### config.mk
export PLATFORM = sky130hd
export DESIGN_NAME = multicycle_control_flat
export DESIGN_NICKNAME = d
export VERILOG_FILES = /design/src/rtl/multicycle_control_if.sv /design/src/rtl/multicycle_control.sv /design/src/flat_wrapper.sv
export SDC_FILE = /design/constraint.sdc
export NUM_CORES = 1
export LEC_CHECK = 0
export BUFFER_PORTS_ARGS = -buffer_cell sky130_fd_sc_hd__buf_2
export CAP_MARGIN = 40
export CELL_PAD_IN_SITES_DETAIL_PLACEMENT = 0
export CELL_PAD_IN_SITES_GLOBAL_PLACEMENT = 2
export CORE_MARGIN = 2
export CORE_UTILIZATION = 27
export CTS_CLUSTER_DIAMETER = 150
export DETAILED_ROUTE_END_ITERATION = 10
export GPL_ROUTABILITY_DRIVEN = 1
export PLACE_DENSITY = 0.86
export SLEW_MARGIN = 20
export SYNTH_ARGS = -nofsm -noshare
export SYNTH_HDL_FRONTEND = slang
export SYNTH_SLANG_ARGS = --single-unit
### constraint.sdc
create_clock -name Clk -period 1.8 [get_ports Clk]
set_clock_uncertainty 0.1 [all_clocks]
set_input_delay 0.18 -clock Clk [delete_from_list [all_inputs] [get_ports Clk]]
set_output_delay 0.18 -clock Clk [all_outputs]
set_load 0.03 [all_outputs]
### src/rtl/multicycle_control_if.sv
// multicycle_control_if: start, instruction-fetch and data-memory
// handshakes plus datapath control strobes of the multi-cycle controller.
interface multicycle_control_if #(
    parameter int IW = 9,
    parameter int CW = 16
);
    logic          Start;
    logic [IW-1:0] Instruction;
    logic          InstrValid;
    logic          MemAck;
    logic          IR_LOAD;
    logic          PC_EN;
    logic          BRANCH;
    logic          MEM_TO_REG;
    logic          MEM_WRITE;
    logic          MEM_READ;
    logic          REG_WRITE;
    logic          IMMEDIATE;
    logic          ZERO_STORE;
    logic          MemReq;
    logic          HALT;
    logic          Error;
    logic          Busy;
    logic [CW-1:0] CycleCount;

    modport master (
        output Start, Instruction, InstrValid, MemAck,
        input  IR_LOAD, PC_EN, BRANCH, MEM_TO_REG, MEM_WRITE,
        input  MEM_READ, REG_WRITE, IMMEDIATE, ZERO_STORE,
        input  MemReq, HALT, Error, Busy, CycleCount
    );

    modport slave (
        input  Start, Instruction, InstrValid, MemAck,
        output IR_LOAD, PC_EN, BRANCH, MEM_TO_REG, MEM_WRITE,
        output MEM_READ, REG_WRITE, IMMEDIATE, ZERO_STORE,
        output MemReq, HALT, Error, Busy, CycleCount
    );
endinterface

### src/rtl/multicycle_control.sv
// multicycle_control: FETCH/DECODE/EXEC/MEM/WB sequencer with latched IR,
// variable-latency memory handshakes, memory timeout and busy-cycle counter.
module multicycle_control #(
    parameter int IW          = 9,
    parameter int MEM_TIMEOUT = 16,
    parameter int CW          = 16
) (
    input logic                  Clk,
    input logic                  Reset,
    multicycle_control_if.slave  bus
);
    typedef enum logic [2:0] {
        IDLE, FETCH, DECODE, EXEC, MEM, WB, HALTED
    } state_t;

    localparam int TW = (MEM_TIMEOUT > 1) ? $clog2(MEM_TIMEOUT) : 1;
    localparam logic [TW-1:0] TLAST =
        TW'((MEM_TIMEOUT > 0) ? MEM_TIMEOUT - 1 : 0);

    state_t        state;
    logic [IW-1:0] ir;
    logic [TW-1:0] tcnt;
    logic          err;
    logic [CW-1:0] cyc;

    logic [1:0] op;
    logic       fn;
    logic       is_r, is_br, is_mem, is_lb, is_sb, is_imm, is_halt;
    logic       busy;
    logic       unused_ir;

    assign op      = ir[IW-1:IW-2];
    assign fn      = ir[0];
    assign is_r    = (op == 2'b00);
    assign is_br   = (op == 2'b10);
    assign is_mem  = (op == 2'b01);
    assign is_lb   = is_mem & ~fn;
    assign is_sb   = is_mem & fn;
    assign is_imm  = (op == 2'b11) & ~fn;
    assign is_halt = (op == 2'b11) & fn;
    assign busy    = (state != IDLE) && (state != HALTED);
    assign unused_ir = ^ir[IW-3:1];

    // State sequencing, IR latch, MEM timeout, sticky error, busy counter.
    always_ff @(posedge Clk) begin
        if (Reset) begin
            state <= IDLE;
            ir    <= '0;
            tcnt  <= '0;
            err   <= 1'b0;
            cyc   <= '0;
        end else begin
            if (busy && cyc != {CW{1'b1}})
                cyc <= cyc + 1'b1;
            unique case (state)
                IDLE: begin
                    if (bus.Start) begin
                        state <= FETCH;
                        cyc   <= '0;
                    end
                end
                FETCH: begin
                    if (bus.InstrValid) begin
                        ir    <= bus.Instruction;
                        state <= DECODE;
                    end
                end
                DECODE: begin
                    unique case (1'b1)
                        is_halt: state <= HALTED;
                        is_mem: begin
                            state <= MEM;
                            tcnt  <= '0;
                        end
                        default: state <= EXEC;
                    endcase
                end
                EXEC: state <= is_br ? FETCH : WB;
                MEM: begin
                    if (bus.MemAck) begin
                        state <= is_lb ? WB : FETCH;
                    end else if (MEM_TIMEOUT != 0 && tcnt == TLAST) begin
                        err   <= 1'b1;
                        state <= HALTED;
                    end else begin
                        tcnt <= tcnt + 1'b1;
                    end
                end
                WB: state <= FETCH;
                HALTED: begin
                    if (bus.Start) begin
                        state <= FETCH;
                        err   <= 1'b0;
                        cyc   <= '0;
                    end
                end
                default: state <= IDLE;
            endcase
        end
    end

    assign bus.IR_LOAD    = (state == FETCH) & bus.InstrValid;
    assign bus.BRANCH     = (state == EXEC) & is_br;
    assign bus.PC_EN      = ((state == EXEC) & is_br)
                          | ((state == MEM) & is_sb & bus.MemAck)
                          | (state == WB);
    assign bus.MemReq     = (state == MEM);
    assign bus.MEM_READ   = (state == MEM) & is_lb;
    assign bus.MEM_WRITE  = (state == MEM) & is_sb;
    assign bus.REG_WRITE  = (state == WB);
    assign bus.ZERO_STORE = (state == WB) & ((is_r & ~fn) | is_lb);
    assign bus.MEM_TO_REG = (state == WB) & is_lb;
    assign bus.IMMEDIATE  = (state == WB) & is_imm;
    assign bus.HALT       = (state == HALTED);
    assign bus.Error      = err;
    assign bus.Busy       = busy;
    assign bus.CycleCount = cyc;
endmodule

### src/flat_wrapper.sv
// flat-port wrapper written by rule: the top's interface ports become plain ports
module multicycle_control_flat 
#(
    parameter int IW          = 9,
    parameter int MEM_TIMEOUT = 16,
    parameter int CW          = 16
)
  (Clk, Reset, bus_Start, bus_Instruction, bus_InstrValid, bus_MemAck, bus_IR_LOAD, bus_PC_EN, bus_BRANCH, bus_MEM_TO_REG, bus_MEM_WRITE, bus_MEM_READ, bus_REG_WRITE, bus_IMMEDIATE, bus_ZERO_STORE, bus_MemReq, bus_HALT, bus_Error, bus_Busy, bus_CycleCount);
  multicycle_control_if #(.IW(IW), .CW(CW)) bus_i ();
  input logic Clk;
  input logic Reset;
  input wire logic [$bits(bus_i.Start)-1:0] bus_Start;
  input wire logic [$bits(bus_i.Instruction)-1:0] bus_Instruction;
  input wire logic [$bits(bus_i.InstrValid)-1:0] bus_InstrValid;
  input wire logic [$bits(bus_i.MemAck)-1:0] bus_MemAck;
  output wire logic [$bits(bus_i.IR_LOAD)-1:0] bus_IR_LOAD;
  output wire logic [$bits(bus_i.PC_EN)-1:0] bus_PC_EN;
  output wire logic [$bits(bus_i.BRANCH)-1:0] bus_BRANCH;
  output wire logic [$bits(bus_i.MEM_TO_REG)-1:0] bus_MEM_TO_REG;
  output wire logic [$bits(bus_i.MEM_WRITE)-1:0] bus_MEM_WRITE;
  output wire logic [$bits(bus_i.MEM_READ)-1:0] bus_MEM_READ;
  output wire logic [$bits(bus_i.REG_WRITE)-1:0] bus_REG_WRITE;
  output wire logic [$bits(bus_i.IMMEDIATE)-1:0] bus_IMMEDIATE;
  output wire logic [$bits(bus_i.ZERO_STORE)-1:0] bus_ZERO_STORE;
  output wire logic [$bits(bus_i.MemReq)-1:0] bus_MemReq;
  output wire logic [$bits(bus_i.HALT)-1:0] bus_HALT;
  output wire logic [$bits(bus_i.Error)-1:0] bus_Error;
  output wire logic [$bits(bus_i.Busy)-1:0] bus_Busy;
  output wire logic [$bits(bus_i.CycleCount)-1:0] bus_CycleCount;
  assign bus_i.Start = bus_Start;
  assign bus_i.Instruction = bus_Instruction;
  assign bus_i.InstrValid = bus_InstrValid;
  assign bus_i.MemAck = bus_MemAck;
  assign bus_IR_LOAD = bus_i.IR_LOAD;
  assign bus_PC_EN = bus_i.PC_EN;
  assign bus_BRANCH = bus_i.BRANCH;
  assign bus_MEM_TO_REG = bus_i.MEM_TO_REG;
  assign bus_MEM_WRITE = bus_i.MEM_WRITE;
  assign bus_MEM_READ = bus_i.MEM_READ;
  assign bus_REG_WRITE = bus_i.REG_WRITE;
  assign bus_IMMEDIATE = bus_i.IMMEDIATE;
  assign bus_ZERO_STORE = bus_i.ZERO_STORE;
  assign bus_MemReq = bus_i.MemReq;
  assign bus_HALT = bus_i.HALT;
  assign bus_Error = bus_i.Error;
  assign bus_Busy = bus_i.Busy;
  assign bus_CycleCount = bus_i.CycleCount;
  multicycle_control #(.IW(IW), .MEM_TIMEOUT(MEM_TIMEOUT), .CW(CW)) u_core (.Clk(Clk), .Reset(Reset), .bus(bus_i));
endmodule
Word level (Yosys, flattened, before mapping)
Cells that the tools add are included.
{"block": "classes", "add_sub_neg": 2, "n_mul": 0, "n_div": 0, "n_lt_le_gt_ge": 0, "eq_ne": 20, "n_shift": 0, "n_mux": 19, "bitwise_logic": 17, "reduce_logical": 12}
{"operator": "two-way mux 16 bit", "n": 3}
{"operator": "two-way mux 3 bit", "n": 6}
{"operator": "one-hot mux 3 bit (6 select lines)", "n": 1}
{"operator": "adder 16 x 1 -> 16 bit, second input constant", "n": 1}
{"operator": "!= test 16 bit, second input constant", "n": 1}
{"operator": "AND 1 bit", "n": 13}
{"operator": "two-way mux 4 bit", "n": 3}
{"operator": "equality test 3 bit, second input constant", "n": 3}
{"operator": "!= test 2 bit, second input constant", "n": 4}
{"operator": "one-hot mux 4 bit (2 select lines)", "n": 1}
{"operator": "AND reduction 4 bit", "n": 2}
{"operator": "equality test 3 x 2 -> 1 bit, second input constant", "n": 2}
{"operator": "!= test 2 x 1 -> 1 bit, second input constant", "n": 3}
{"operator": "one-hot mux 3 bit (2 select lines)", "n": 1}
{"operator": "adder 4 x 1 -> 4 bit, second input constant", "n": 1}
{"operator": "equality test 2 bit, second input constant", "n": 2}
{"operator": "equality test 4 bit, second input constant", "n": 1}
{"operator": "nonzero test 2 bit", "n": 2}
{"operator": "equality test 3 x 1 -> 1 bit, second input constant", "n": 1}
{"operator": "zero test 3 bit", "n": 1}
{"operator": "two-way mux 1 bit", "n": 3}
{"operator": "!= test 3 x 2 -> 1 bit, second input constant", "n": 1}
{"operator": "!= test 3 bit, second input constant", "n": 1}
{"operator": "bitwise OR 1 bit", "n": 3}
{"operator": "other kinds (9)", "n": 10}
{"block": "word_totals", "reg_bits": 33, "latch_bits": 0, "ram_bits": 0, "rom_bits": 0, "in_bits": 14, "output_inout_bits": 29, "elab_cells": 75, "n_memories": 0}

Logic depth before layout (Yosys ltp)
Gate-level depths: netlist of the first run.
{"block": "logic_depth", "depth_word": 6, "ltp_mapped": 7, "depth_no_buf": 6}

Least setup slack after synthesis of the first run
No wires, ideal clock.
{"block": "synth_timing", "path_type": "reg-to-output", "from": "reg u_core.state[1]", "to": "out bus_PC_EN", "arrival_time_ns": 2.259, "t_required_ns": 1.520, "slack_ns": -0.739, "stages_incl_launch_ff": 5, "n_path_buf": 1, "path_cell_list": "dfxtp_1 buf_4 nor3b_1 and4b_1 a211o_1"}
{"block": "synth_between", "elab_chain_cells": 5, "elab_cells_between_ends": 8, "cone_classes": "3 x eq/ne; 5 x bitwise"}
{"item": "start: declaration", "line": "multicycle_control.sv:20", "rtl": "state_t state;"}
{"item": "start signal: assignment", "line": "multicycle_control.sv:78", "rtl": "EXEC: state <= is_br ? FETCH : WB;"}
{"item": "start signal: assignment", "line": "multicycle_control.sv:81", "rtl": "state <= is_lb ? WB : FETCH;"}
{"item": "equality test 3 bit"}
{"item": "via bus_MemReq", "line": "flat_wrapper.sv:25", "rtl": "output wire logic [$bits(bus_i.MemReq)-1:0] bus_MemReq;"}
{"item": "AND 1 bit", "line": "multicycle_control.sv:105", "rtl": "| ((state == MEM) & is_sb & bus.MemAck)"}
{"item": "via bus_MEM_WRITE", "line": "flat_wrapper.sv:20", "rtl": "output wire logic [$bits(bus_i.MEM_WRITE)-1:0] bus_MEM_WRITE;"}
{"item": "AND 1 bit", "line": "multicycle_control.sv:105"}
{"item": "bitwise OR 1 bit", "line": "multicycle_control.sv:105"}
{"item": "bitwise OR 1 bit", "line": "multicycle_control.sv:106", "rtl": "| (state == WB);"}
{"item": "end: declaration", "line": "flat_wrapper.sv:17", "rtl": "output wire logic [$bits(bus_i.PC_EN)-1:0] bus_PC_EN;"}
The timed path passes the listed nets, and every way through them passes these cells.

Final worst setup path of the first run
{"block": "layout_timing", "from": "reg u_core.state[2]", "to": "out bus_PC_EN"}
{"block": "layout_between", "elab_chain_cells": 5, "elab_cells_between_ends": 8, "cone_classes": "3 x eq/ne; 5 x bitwise"}
{"item": "equality test 3 bit", "line": "multicycle_control.sv:105"}
{"item": "AND 1 bit (2 in a row)", "line": "multicycle_control.sv:105"}
{"item": "bitwise OR 1 bit", "line": "multicycle_control.sv:105"}
{"item": "bitwise OR 1 bit (*)", "line": "multicycle_control.sv:106"}
Every way passes the cells marked *; elsewhere a longest branch is shown, timed or not.

==> impl_metrics.prom, run 1 <==
# TYPE chip_impl_metric gauge
chip_impl_metric{name="p_leak",unit="nW"} 0.878
chip_impl_metric{name="synthesis.area",unit="mm^2"} 0.00155
chip_impl_metric{name="synthArstFlopShare",unit="%"} 0
chip_impl_info{name="crit_chain",value="buf_8 -> nor3b_4 -> and4b_2 -> a211o_1 -> buf_6"} 1
chip_impl_metric{name="synthDominantCellAreaShare",unit="%"} 35.0
chip_impl_metric{name="final_layout_size_suffix_gt1_share",unit="%"} 40.1
chip_impl_metric{name="final.setup.tns",unit="ns"} 0
chip_impl_info{name="synthDominantAreaCellType",value="sky130_fd_sc_hd__dfxtp_1"} 1
chip_impl_info{name="top_layer_used",value="met4"} 1
chip_impl_metric{name="grt_pass1_wl",unit="um"} 6460
chip_impl_metric{name="first_pass_iters",unit=""} 5
chip_impl_metric{name="coreArea",unit="mm^2"} 0.00551
chip_impl_metric{name="detailroute.wirelength.met3",unit="um"} 204
chip_impl_metric{name="edff_count_synth",unit=""} 0
chip_impl_metric{name="hpwl",unit="um"} 2910
chip_impl_metric{name="max_cap_violations",unit=""} 0
chip_impl_info{name="synth.area.top_cells",value="sky130_fd_sc_hd__dfxtp_1 35%, sky130_fd_sc_hd__nor2_1 6.6%, sky130_fd_sc_hd__xnor2_1 4.0%, sky130_fd_sc_hd__xor2_1 3.4%, sky130_fd_sc_hd__a21oi_1 3.2%"} 1
chip_impl_metric{name="n_antenna_cell",unit=""} 0
chip_impl_info{name="worstHoldPathType",value="input port to flip-flop"} 1
chip_impl_metric{name="timing.final.crit_period",unit="ns"} 1.79
chip_impl_metric{name="grt_start_max_net_pins",unit=""} 17
chip_impl_metric{name="first_global_vias",unit=""} 1369
chip_impl_metric{name="final_max_slew_viol_count",unit=""} 0
chip_impl_metric{name="dpl.cell_count",unit=""} 303
chip_impl_metric{name="cts-buffers-inserted",unit=""} 3
chip_impl_metric{name="dpl-instance-area",unit="mm^2"} 0.00197
chip_impl_metric{name="postSynthAreaPerCell",unit="um^2"} 8.45
chip_impl_metric{name="worstPathArrival",unit="ns"} 1.51
chip_impl_metric{name="grt.overflow.total",unit=""} 0
chip_impl_metric{name="finalWorstSetupSlack",unit="ns"} 0.00854
chip_impl_info{name="timing.setup.critical_path_class",value="flip-flop to output port"} 1
chip_impl_metric{name="postLayoutCellArea",unit="mm^2"} 0.00221
chip_impl_metric{name="die_x",unit="um"} 79.7
chip_impl_metric{name="area_delta_synth_final",unit="%"} 42.7
chip_impl_metric{name="postLayoutCoreUtil",unit="%"} 40.1
chip_impl_info{name="root_buffer",value="sky130_fd_sc_hd__clkbuf_8"} 1
chip_impl_metric{name="number_of_endpoints_failing_setup_at_the_final_stage",unit=""} 0
chip_impl_metric{name="worst-slew-pin-transition",unit="ns"} 0.410
chip_impl_metric{name="fp-row-count",unit=""} 27
chip_impl_metric{name="worst_ep_required_time",unit="ns"} 1.52
chip_impl_metric{name="portBuffers",unit=""} 36
chip_impl_metric{name="path_clk_slew",unit="ns"} 0.09
chip_impl_metric{name="die_outline_area",unit="mm^2"} 0.00635
chip_impl_metric{name="synth-warning-count",unit=""} 0
chip_impl_metric{name="normalized_max_slew_margin",unit="%"} 72.7
chip_impl_metric{name="worst_skew_pair.late_latency",unit="ns"} 0.27
chip_impl_info{name="setup_repair_after_global_routing_missed_its_margin",value="true"} 1
chip_impl_info{name="startpoint_type_of_the_worst_setup_path",value="flip-flop"} 1
chip_impl_metric{name="initial_core_util",unit="%"} 28.1
chip_impl_metric{name="pre_cts_setup_slack",unit="ns"} 0.00293
chip_impl_metric{name="power.density_cell_area",unit="mW/mm^2"} 589
chip_impl_metric{name="yosys_register_bits",unit=""} 27
chip_impl_metric{name="yosysUniqueCellTypes",unit=""} 47
chip_impl_metric{name="drt_drc_violations_left",unit=""} 0
chip_impl_info{name="outcome",value="finished clean"} 1
chip_impl_metric{name="number_of_clock_sinks",unit=""} 27
chip_impl_metric{name="timing.critical_path.fanout_max",unit=""} 6
chip_impl_metric{name="max_stage_delay",unit="ns"} 0.36
chip_impl_metric{name="drt_wl_total",unit="um"} 3890
chip_impl_metric{name="pin_count",unit=""} 43
chip_impl_info{name="synth_flop_cell",value="sky130_fd_sc_hd__dfxtp_1"} 1
chip_impl_metric{name="drtAntennaViolNets",unit=""} 0
chip_impl_metric{name="clock_tree.buffer_depth",unit=""} 2
chip_impl_metric{name="drt-vias-per-instance",unit=""} 4.73
chip_impl_info{name="worst_path_slowest_cell",value="sky130_fd_sc_hd__dfxtp_4"} 1
chip_impl_info{name="cts_tree",value="built"} 1
chip_impl_metric{name="min_period_over_period",unit="%"} 99.5
chip_impl_metric{name="via_count",unit=""} 1485
chip_impl_metric{name="max_clock_freq",unit="MHz"} 558
chip_impl_metric{name="final_hold_viol_count",unit=""} 0
chip_impl_metric{name="routedLengthMet1",unit="um"} 1880
chip_impl_metric{name="wl_met2",unit="um"} 1790
chip_impl_metric{name="die_height",unit="um"} 79.7
chip_impl_metric{name="ctsHoldBuffers",unit=""} 0
chip_impl_metric{name="syn-instance-count",unit=""} 183
chip_impl_metric{name="num-nets-final",unit=""} 259
chip_impl_metric{name="initial_antenna_violation_count",unit=""} 0
chip_impl_metric{name="routedWlPerCell",unit="um"} 12.4
chip_impl_metric{name="global_route.usage.total",unit="%"} 12.5
chip_impl_metric{name="p_total",unit="mW"} 1.30
chip_impl_info{name="worst_setup_path_end_kind",value="output port"} 1
chip_impl_metric{name="drt_first_iter_violations",unit=""} 51
chip_impl_metric{name="final_cell_count_no_fill",unit=""} 314
chip_impl_metric{name="place_congestion",unit=""} 0.827
chip_impl_metric{name="yosysSeqAreaShare",unit="%"} 35.0
chip_impl_metric{name="cts_max_level",unit=""} 1
chip_impl_metric{name="postSynthNetCount",unit=""} 199
chip_impl_metric{name="max-vdd-ir-drop",unit="mV"} 0.346
chip_impl_metric{name="fin_worst_hold_slack",unit="ns"} 0.0460
==> state kept, by name, indices dropped and copies added, names as in the netlist <==
| signal | count |
|---|---|
| u_core.bus.CycleCount | 16 |
| u_core.tcnt | 4 |
| u_core.ir | 3 |
| u_core.state | 3 |
| u_core.bus.Error | 1 |
==> final cells by class <==
| class | instances | area, um^2 |
|---|---|---|
| fill | 562 | 3300 |
| clock buffer | 4 | 45.0 |
| timing repair buffer | 62 | 437 |
| tap | 72 | 90.1 |
| sequential | 27 | 557 |
| inverter | 7 | 26.3 |
| multi-input combinational | 142 | 1050 |
==> repair_timing <==
item,in CTS,in global routing
setup buffers,1,6
pin swaps,1,4
setup endpoints to repair,9,20
resized for setup,11,26
==> critical path: cells and delay by family (launching register included) <==
family / cells / cell delay, ns
buffers and inverters: 2 / 0.26
DFF: 1 / 0.36
AOI/OAI and AO/OA: 1 / 0.27
and+or+nand+nor: 2 / 0.36
==> layout by cell type, fill, tap and decap left out, drive strengths merged, types with 2 or more instances in the layout <==
master and instances:
nor2b 3, and4 4, o2111ai 3, inv 7, nand2 10, clkbuf 6, nor3 8, a211oi 4
o21ai 7, o211ai 3, mux2i 4, dfxtp 27, ha 2, nor2 27, nor4b 2, xor2 7
nand2b 3, xnor2 7, nand3 7, nand4 2, a21o 2, buf 60, a21oi 10, nor3b 6
and3 4
==> logic make-up after synthesis <==
logic type / count (synthesis) / share of synthesized area (%)
simple gates: 85 / 30.4
compound gates: 37 / 17.9
flops: 27 / 35.0
xor+xnor: 14 / 8.41
buf+inv: 14 / 4.13
mux: 4 / 2.59
fa+ha+maj: 2 / 1.62
==> synth_stat cells, drive strengths merged (3+ instances only) <==
cell,count
nand2b,3
nor2,27
and3,4
nor3,8
nand3,7
inv,7
dfxtp,27
a21oi,10
xnor2,7
nand2,10
buf,3
and4,4
xor2,7
a211oi,4
o211ai,3
nor2b,3
mux2i,4
nor3b,6
o2111ai,3
o21ai,7
clkbuf,4
==> where the power goes <==
group	leakage [nW]	internal [mW]	switching, mW	total (mW)
combinational	0.634	0.143	0.184	0.327
sequential	0.221	0.614	0.0231	0.637
clock	0.0228	0.158	0.178	0.336
==> final timing paths <==
path | startpoint | endpoint | slack [ns] | depth (start not counted)
max | u_core.state[2]$_SDFFE_PP0P_ | bus_PC_EN | 0.009 | 5
min | bus_Instruction[7] | u_core.ir[7]$_SDFFE_PP0P_ | 0.05 | 3
max reg2reg | u_core.state[2]$_SDFFE_PP0P_ | u_core.tcnt[3]$_SDFFE_PP0P_ | 0.06 | 6
min reg2reg | u_core.bus.Error$_SDFFE_PP0P_ | u_core.bus.Error$_SDFFE_PP0P_ | 0.38 | 2
==> metal layers <==
| metal | global-route usage [%] | up-vias |
|---|---|---|
| met5 | 0 | - |
| met4 | 2.59 | 0 |
| met3 | 2.15 | 2 |
| met2 | 19.8 | 36 |
| met1 | 17.6 | 667 |
| li1 | - | 780 |
No activity file was read; power rests on OpenSTA's default activity.
==> run 2: changes to the inputs <==
Settings changed: BUFFER_PORTS_ARGS -buffer_cell sky130_fd_sc_hd__buf_2 to not set, CORE_UTILIZATION 27 to 32, DONT_BUFFER_PORTS set to 1, PLACE_DENSITY 0.86 to 0.85.
==> impl_metrics.prom, run 2 (same netlist as run 1, synthesis figures left out) <==
# TYPE chip_impl_metric gauge
chip_impl_metric{name="hpwl",unit="um"} 2790
chip_impl_info{name="timing.setup.critical_path_class",value="flip-flop to output port"} 1
chip_impl_metric{name="drt_drc_violations_left",unit=""} 0
chip_impl_metric{name="max-vdd-ir-drop",unit="mV"} 0.320
chip_impl_metric{name="final_hold_viol_count",unit=""} 0
chip_impl_metric{name="die_height",unit="um"} 73.5
chip_impl_metric{name="cts_max_level",unit=""} 1
chip_impl_metric{name="routedWlPerCell",unit="um"} 14.5
chip_impl_metric{name="timing.final.crit_period",unit="ns"} 1.82
chip_impl_metric{name="grt.overflow.total",unit=""} 0
chip_impl_metric{name="power.density_cell_area",unit="mW/mm^2"} 603
chip_impl_metric{name="max_stage_delay",unit="ns"} 0.39
chip_impl_metric{name="initial_antenna_violation_count",unit=""} 0
chip_impl_info{name="worst_setup_path_end_kind",value="output port"} 1
chip_impl_metric{name="fin_worst_hold_slack",unit="ns"} 0.0156
chip_impl_metric{name="path_clk_slew",unit="ns"} 0.10
chip_impl_metric{name="place_congestion",unit=""} 0.800
chip_impl_metric{name="p_total",unit="mW"} 1.34
chip_impl_metric{name="global_route.usage.total",unit="%"} 14.5
chip_impl_info{name="most_common_cell_after_layout_fill_and_taps_aside",value="sky130_fd_sc_hd__buf_4"} 1
chip_impl_metric{name="worst-slew-pin-transition",unit="ns"} 0.353
chip_impl_metric{name="number_of_clock_sinks",unit=""} 27
chip_impl_metric{name="area_delta_synth_final",unit="%"} 43.7
chip_impl_info{name="violated_checks",value="setup timing"} 1
chip_impl_metric{name="grt_start_max_net_pins",unit=""} 19
chip_impl_info{name="cts_tree",value="built"} 1
chip_impl_metric{name="via_count",unit=""} 1504
chip_impl_info{name="critical-path-top-delay-family",value="compound AO/OA/AOI/OAI gates"} 1
chip_impl_metric{name="grt_pass1_wl",unit="um"} 6240
chip_impl_metric{name="die_outline_area",unit="mm^2"} 0.00541
chip_impl_metric{name="max_clock_freq",unit="MHz"} 550
chip_impl_metric{name="p_leak",unit="nW"} 0.811
chip_impl_metric{name="fp-row-count",unit=""} 25
chip_impl_info{name="mostFrequentLayoutCells",value="36 x sky130_fd_sc_hd__buf_4, 26 x sky130_fd_sc_hd__nor2_1, 22 x sky130_fd_sc_hd__dfxtp_1"} 1
chip_impl_metric{name="n_antenna_cell",unit=""} 0
chip_impl_info{name="root_buffer",value="sky130_fd_sc_hd__clkbuf_8"} 1
chip_impl_metric{name="drt_wl_total",unit="um"} 4090
chip_impl_metric{name="final_layout_size_suffix_gt1_share",unit="%"} 36.0
chip_impl_info{name="setup_repair_after_global_routing_missed_its_margin",value="true"} 1
chip_impl_metric{name="worst_skew_pair.late_latency",unit="ns"} 0.28
chip_impl_info{name="outcome",value="complete, but fails checks"} 1
chip_impl_metric{name="die_x",unit="um"} 73.5
chip_impl_info{name="worst_path_slowest_cell",value="sky130_fd_sc_hd__a211o_4"} 1
chip_impl_metric{name="worst_ep_required_time",unit="ns"} 1.52
chip_impl_metric{name="timing.critical_path.fanout_max",unit=""} 2
chip_impl_metric{name="cp_num_buf_inv",unit=""} 1
chip_impl_metric{name="first_global_vias",unit=""} 1339
chip_impl_metric{name="drt-vias-per-instance",unit=""} 5.33
chip_impl_metric{name="drtAntennaViolNets",unit=""} 0
chip_impl_metric{name="max_cap_violations",unit=""} 0
chip_impl_info{name="crit_chain",value="buf_6 -> nor3b_4 -> and4b_2 -> a211o_4"} 1
chip_impl_metric{name="drt_first_iter_violations",unit=""} 64
chip_impl_metric{name="worstPathArrival",unit="ns"} 1.54
chip_impl_metric{name="min_period_over_period",unit="%"} 101
chip_impl_info{name="startpoint_type_of_the_worst_setup_path",value="flip-flop"} 1
chip_impl_metric{name="first_pass_iters",unit=""} 6
chip_impl_metric{name="initial_core_util",unit="%"} 33.0
chip_impl_metric{name="portBuffers",unit=""} 0
chip_impl_metric{name="cts-buffers-inserted",unit=""} 3
chip_impl_metric{name="normalized_max_slew_margin",unit="%"} 76.4
chip_impl_metric{name="finalWorstSetupSlack",unit="ns"} -0.0178
chip_impl_metric{name="final_max_slew_viol_count",unit=""} 0
chip_impl_metric{name="largest_register_ff_count",unit=""} 16
chip_impl_metric{name="pin_count",unit=""} 43
chip_impl_metric{name="number_of_endpoints_failing_setup_at_the_final_stage",unit=""} 2
chip_impl_info{name="worstHoldPathType",value="input port to flip-flop"} 1
chip_impl_metric{name="coreArea",unit="mm^2"} 0.00469
chip_impl_metric{name="clock_tree.buffer_depth",unit=""} 2
chip_impl_metric{name="num-nets-final",unit=""} 245
run 2: cell types whose count changed in the layout (fill, tap and decap cells not counted), sizes merged:
cell,change
inv,+1
dlygate4sd3,+4
buf,-16
clkbuf,-3
run 2: metrics by stage:
stage | setup WS (ns) | setup TNS [ns] | cells | util, % | cell area [um^2]
3_3_place_gp | 0.0290 | 0 | 269 | 40.9 | 1920
5_1_grt | -0.0605 | -0.149 | 282 | 47.4 | 2220
3_5_place_dp | -0.000408 | -0.000408 | 269 | 40.9 | 1920
2_1_floorplan | -0.0960 | -0.106 | 183 | - | 1580
6_report | -0.0178 | -0.0232 | 282 | 47.4 | 2220
4_1_cts | -0.0275 | -0.0433 | 279 | 44.2 | 2070
run 2: repair_timing:
action                                  in CTS  in global routing
hold buffers                                 4                  0
endpoints found under the setup margin       9                 26
hold endpoints to repair                     8                  0
pin swaps                                    4                  5
resized for setup                           13                 24
setup buffers                                2                  3
run 2: cell type report:
class	instances	area, um^2
sequential	27	559
clock inverter	1	6.26
tap	54	67.6
timing repair buffer	48	427
inverter	7	26.3
multi-input combinational	142	1090
fill	455	2470
clock buffer	3	41.3
run 2: path summary, 6_finish.rpt:
path	from	to	slack, ns	depth (start not counted)
hold / removal	bus_InstrValid	u_core.state[0]$_SDFFE_PP0P_	0.02	3
setup / recovery	u_core.state[2]$_SDFFE_PP0P_	bus_PC_EN	-0.02	4
setup reg to reg	u_core.state[1]$_SDFFE_PP0P_	u_core.bus.CycleCount[14]$_SDFF_PP0_	0.07	5
hold reg to reg	u_core.tcnt[1]$_SDFFE_PP0P_	u_core.tcnt[1]$_SDFFE_PP0P_	0.40	2
run 2: report_power, final:
| group | internal [mW] | switching, mW |
|---|---|---|
| Sequential | 0.615 | 0.0225 |
| Combinational | 0.147 | 0.189 |
| Clock | 0.159 | 0.208 |
run 2: worst register-to-register path, stage by stage (launching register included):
cell,delay (ns)
sky130_fd_sc_hd__dfxtp_4,0.42
sky130_fd_sc_hd__buf_12,0.12
sky130_fd_sc_hd__xor2_4,0.24
sky130_fd_sc_hd__o2111ai_4,0.18
sky130_fd_sc_hd__or4_1,0.45
sky130_fd_sc_hd__a21oi_1,0.16
run 2: metal layers:
| layer | track usage [%] | share of wire (%) | vias to the layer above |
|---|---|---|---|
| met5 | 0 | 0 | - |
| met2 | 22.2 | 46 | 33 |
| met3 | 1.78 | 3.7 | 7 |
| li1 | - | - | 755 |
| met4 | 5.25 | 1.6 | 0 |
| met1 | 20.8 | 49 | 709 |
==> run 3: changes to the inputs <==
Settings changed: CORE_UTILIZATION 32 to 35, PLACE_DENSITY 0.85 to 0.87.
Clock period 1.8 ns to 1.9 ns, I/O delays scaled along.
==> impl_metrics.prom, run 3 (same netlist as run 1, synthesis figures left out) <==
# TYPE chip_impl_metric gauge
chip_impl_metric{name="area_delta_synth_final",unit="%"} 29.3
chip_impl_metric{name="p_total",unit="mW"} 1.20
chip_impl_info{name="mostFrequentLayoutCells",value="30 x sky130_fd_sc_hd__buf_4, 27 x sky130_fd_sc_hd__nor2_1, 23 x sky130_fd_sc_hd__dfxtp_1"} 1
chip_impl_metric{name="worst_skew_pair.late_latency",unit="ns"} 0.27
chip_impl_metric{name="max-vdd-ir-drop",unit="mV"} 0.379
chip_impl_info{name="worst_path_slowest_cell",value="sky130_fd_sc_hd__dfxtp_4"} 1
chip_impl_metric{name="rr_worst_depth",unit=""} 6
chip_impl_metric{name="die_outline_area",unit="mm^2"} 0.00497
chip_impl_metric{name="timing.final.crit_period",unit="ns"} 1.83
chip_impl_info{name="root_buffer",value="sky130_fd_sc_hd__clkbuf_8"} 1
chip_impl_metric{name="worst-slew-pin-transition",unit="ns"} 0.346
chip_impl_info{name="crit_chain",value="buf_4 -> nor3b_4 -> buf_6 -> nor3b_4 -> buf_6"} 1
chip_impl_info{name="worst_setup_path_end_kind",value="output port"} 1
chip_impl_metric{name="final_hold_viol_count",unit=""} 0
chip_impl_metric{name="initial_core_util",unit="%"} 36.0
chip_impl_metric{name="hpwl",unit="um"} 3020
chip_impl_metric{name="coreArea",unit="mm^2"} 0.00429
chip_impl_metric{name="largest_register_ff_count",unit=""} 16
chip_impl_metric{name="timing.hold.worst_path_depth",unit=""} 2
chip_impl_info{name="worstHoldPathType",value="input port to flip-flop"} 1
chip_impl_metric{name="cts_max_level",unit=""} 1
chip_impl_metric{name="n_antenna_cell",unit=""} 0
chip_impl_metric{name="fin_worst_hold_slack",unit="ns"} 0.0241
chip_impl_metric{name="drt_first_iter_violations",unit=""} 68
chip_impl_metric{name="grt.overflow.total",unit=""} 0
chip_impl_metric{name="number_of_clock_sinks",unit=""} 27
chip_impl_metric{name="first_global_vias",unit=""} 1497
chip_impl_metric{name="die_x",unit="um"} 70.5
chip_impl_info{name="critical-path-top-delay-family",value="buffers and inverters"} 1
chip_impl_metric{name="grt_start_max_net_pins",unit=""} 15
chip_impl_metric{name="power.density_cell_area",unit="mW/mm^2"} 599
chip_impl_metric{name="number_of_endpoints_failing_setup_at_the_final_stage",unit=""} 0
chip_impl_metric{name="clock_tree.buffer_depth",unit=""} 2
chip_impl_metric{name="postLayoutCoreUtil",unit="%"} 46.6
chip_impl_info{name="most_common_cell_after_layout_fill_and_taps_aside",value="sky130_fd_sc_hd__buf_4"} 1
chip_impl_metric{name="final.setup.tns",unit="ns"} 0
chip_impl_metric{name="p_leak",unit="nW"} 0.743
chip_impl_metric{name="fp-row-count",unit=""} 24
chip_impl_info{name="setup_repair_after_global_routing_missed_its_margin",value="true"} 1
chip_impl_metric{name="final_max_slew_viol_count",unit=""} 0
chip_impl_metric{name="initial_antenna_violation_count",unit=""} 0
chip_impl_metric{name="via_count",unit=""} 1481
chip_impl_metric{name="path_clk_slew",unit="ns"} 0.09
chip_impl_metric{name="drt_drc_violations_left",unit=""} 0
chip_impl_metric{name="first_pass_iters",unit=""} 4
chip_impl_metric{name="worstPathArrival",unit="ns"} 1.54
chip_impl_metric{name="grt_pass1_wl",unit="um"} 6840
chip_impl_info{name="outcome",value="finished clean"} 1
chip_impl_metric{name="portBuffers",unit=""} 0
chip_impl_metric{name="cp_num_buf_inv",unit=""} 3
chip_impl_metric{name="place_congestion",unit=""} 0.770
chip_impl_metric{name="max_stage_delay",unit="ns"} 0.39
chip_impl_metric{name="normalized_max_slew_margin",unit="%"} 76.6
chip_impl_metric{name="die_height",unit="um"} 70.5
chip_impl_metric{name="critical_path_depth",unit=""} 5
chip_impl_metric{name="drtAntennaViolNets",unit=""} 0
chip_impl_info{name="timing.setup.critical_path_class",value="flip-flop to output port"} 1
chip_impl_metric{name="timing.critical_path.fanout_max",unit=""} 6
chip_impl_metric{name="drt_wl_total",unit="um"} 4030
chip_impl_metric{name="drt-vias-per-instance",unit=""} 5.49
chip_impl_metric{name="max_cap_violations",unit=""} 0
chip_impl_metric{name="num-nets-final",unit=""} 235
chip_impl_metric{name="dpl.cell_count",unit=""} 261
chip_impl_metric{name="cts-buffers-inserted",unit=""} 3
chip_impl_metric{name="final_layout_size_suffix_gt1_share",unit="%"} 25.7
chip_impl_metric{name="pin_count",unit=""} 43
chip_impl_metric{name="routedWlPerCell",unit="um"} 14.9
chip_impl_info{name="cts_tree",value="built"} 1
chip_impl_metric{name="min_period_over_period",unit="%"} 96.1
chip_impl_metric{name="final_cell_count_no_fill",unit=""} 270
chip_impl_metric{name="max_clock_freq",unit="MHz"} 548
chip_impl_metric{name="global_route.usage.total",unit="%"} 16.8
chip_impl_metric{name="worst_ep_required_time",unit="ns"} 1.61
chip_impl_info{name="startpoint_type_of_the_worst_setup_path",value="flip-flop"} 1
-- run 3: cell count changes in the layout (fill, tap and decap cells not counted), sizes merged --
cell | before | now
inv | 8 | 7
buf | 44 | 33
clkbuf | 3 | 5
-- run 3: routing by layer --
| layer | GRT usage [%] | share of wire (%) | vias to the layer above |
|---|---|---|---|
| li1 | - | - | 730 |
| met1 | 18.9 | 41 | 711 |
| met2 | 30.6 | 53 | 34 |
| met3 | 4.33 | 5.0 | 6 |
| met4 | 4.91 | 1.4 | 0 |
| met5 | 0 | 0 | - |
-- run 3: power breakdown --
part	switching (mW)	internal, mW	total, mW
registers	0.0201	0.581	0.602
logic	0.163	0.107	0.270
clock network	0.176	0.150	0.326
total	0.360	0.838	1.20
-- run 3: path summary, 6_finish.rpt --
kind,start,slack [ns],to
worst min-delay path,Reset,0.02,u_core.bus.CycleCount[5]$_SDFF_PP0_
worst max-delay path,u_core.state[1]$_SDFFE_PP0P_,0.07,bus_MEM_READ
worst min register to register,u_core.tcnt[1]$_SDFFE_PP0P_,0.43,u_core.tcnt[1]$_SDFFE_PP0P_
worst max register to register,u_core.bus.CycleCount[0]$_SDFF_PP0_,0.12,u_core.bus.CycleCount[7]$_SDFF_PP0_
-- run 3: area by class of cell --
type | count | area (um^2)
Multi-Input combinational cell | 142 | 1010
Clock buffer | 4 | 45.0
Sequential cell | 27 | 551
Tap cell | 52 | 65.1
Fill cell | 434 | 2290
Timing Repair Buffer | 38 | 304
Inverter | 7 | 26.3
-- run 3: timing repair --
action,4_1_cts,5_1_grt
hold endpoints to repair,8,0
resized for setup,6,10
setup endpoints to repair,6,12
hold buffers,4,0
buffers inserted,0,2
-- run 3: stage by stage --
step / cell area [um^2] / setup WS, ns
2_1_floorplan: 1570 / -0.00603
3_3_place_gp: 1850 / 0.134
3_5_place_dp: 1850 / 0.0605
4_1_cts: 1950 / 0.00451
5_1_grt: 2000 / -0.00881
6_report: 2000 / 0.0743
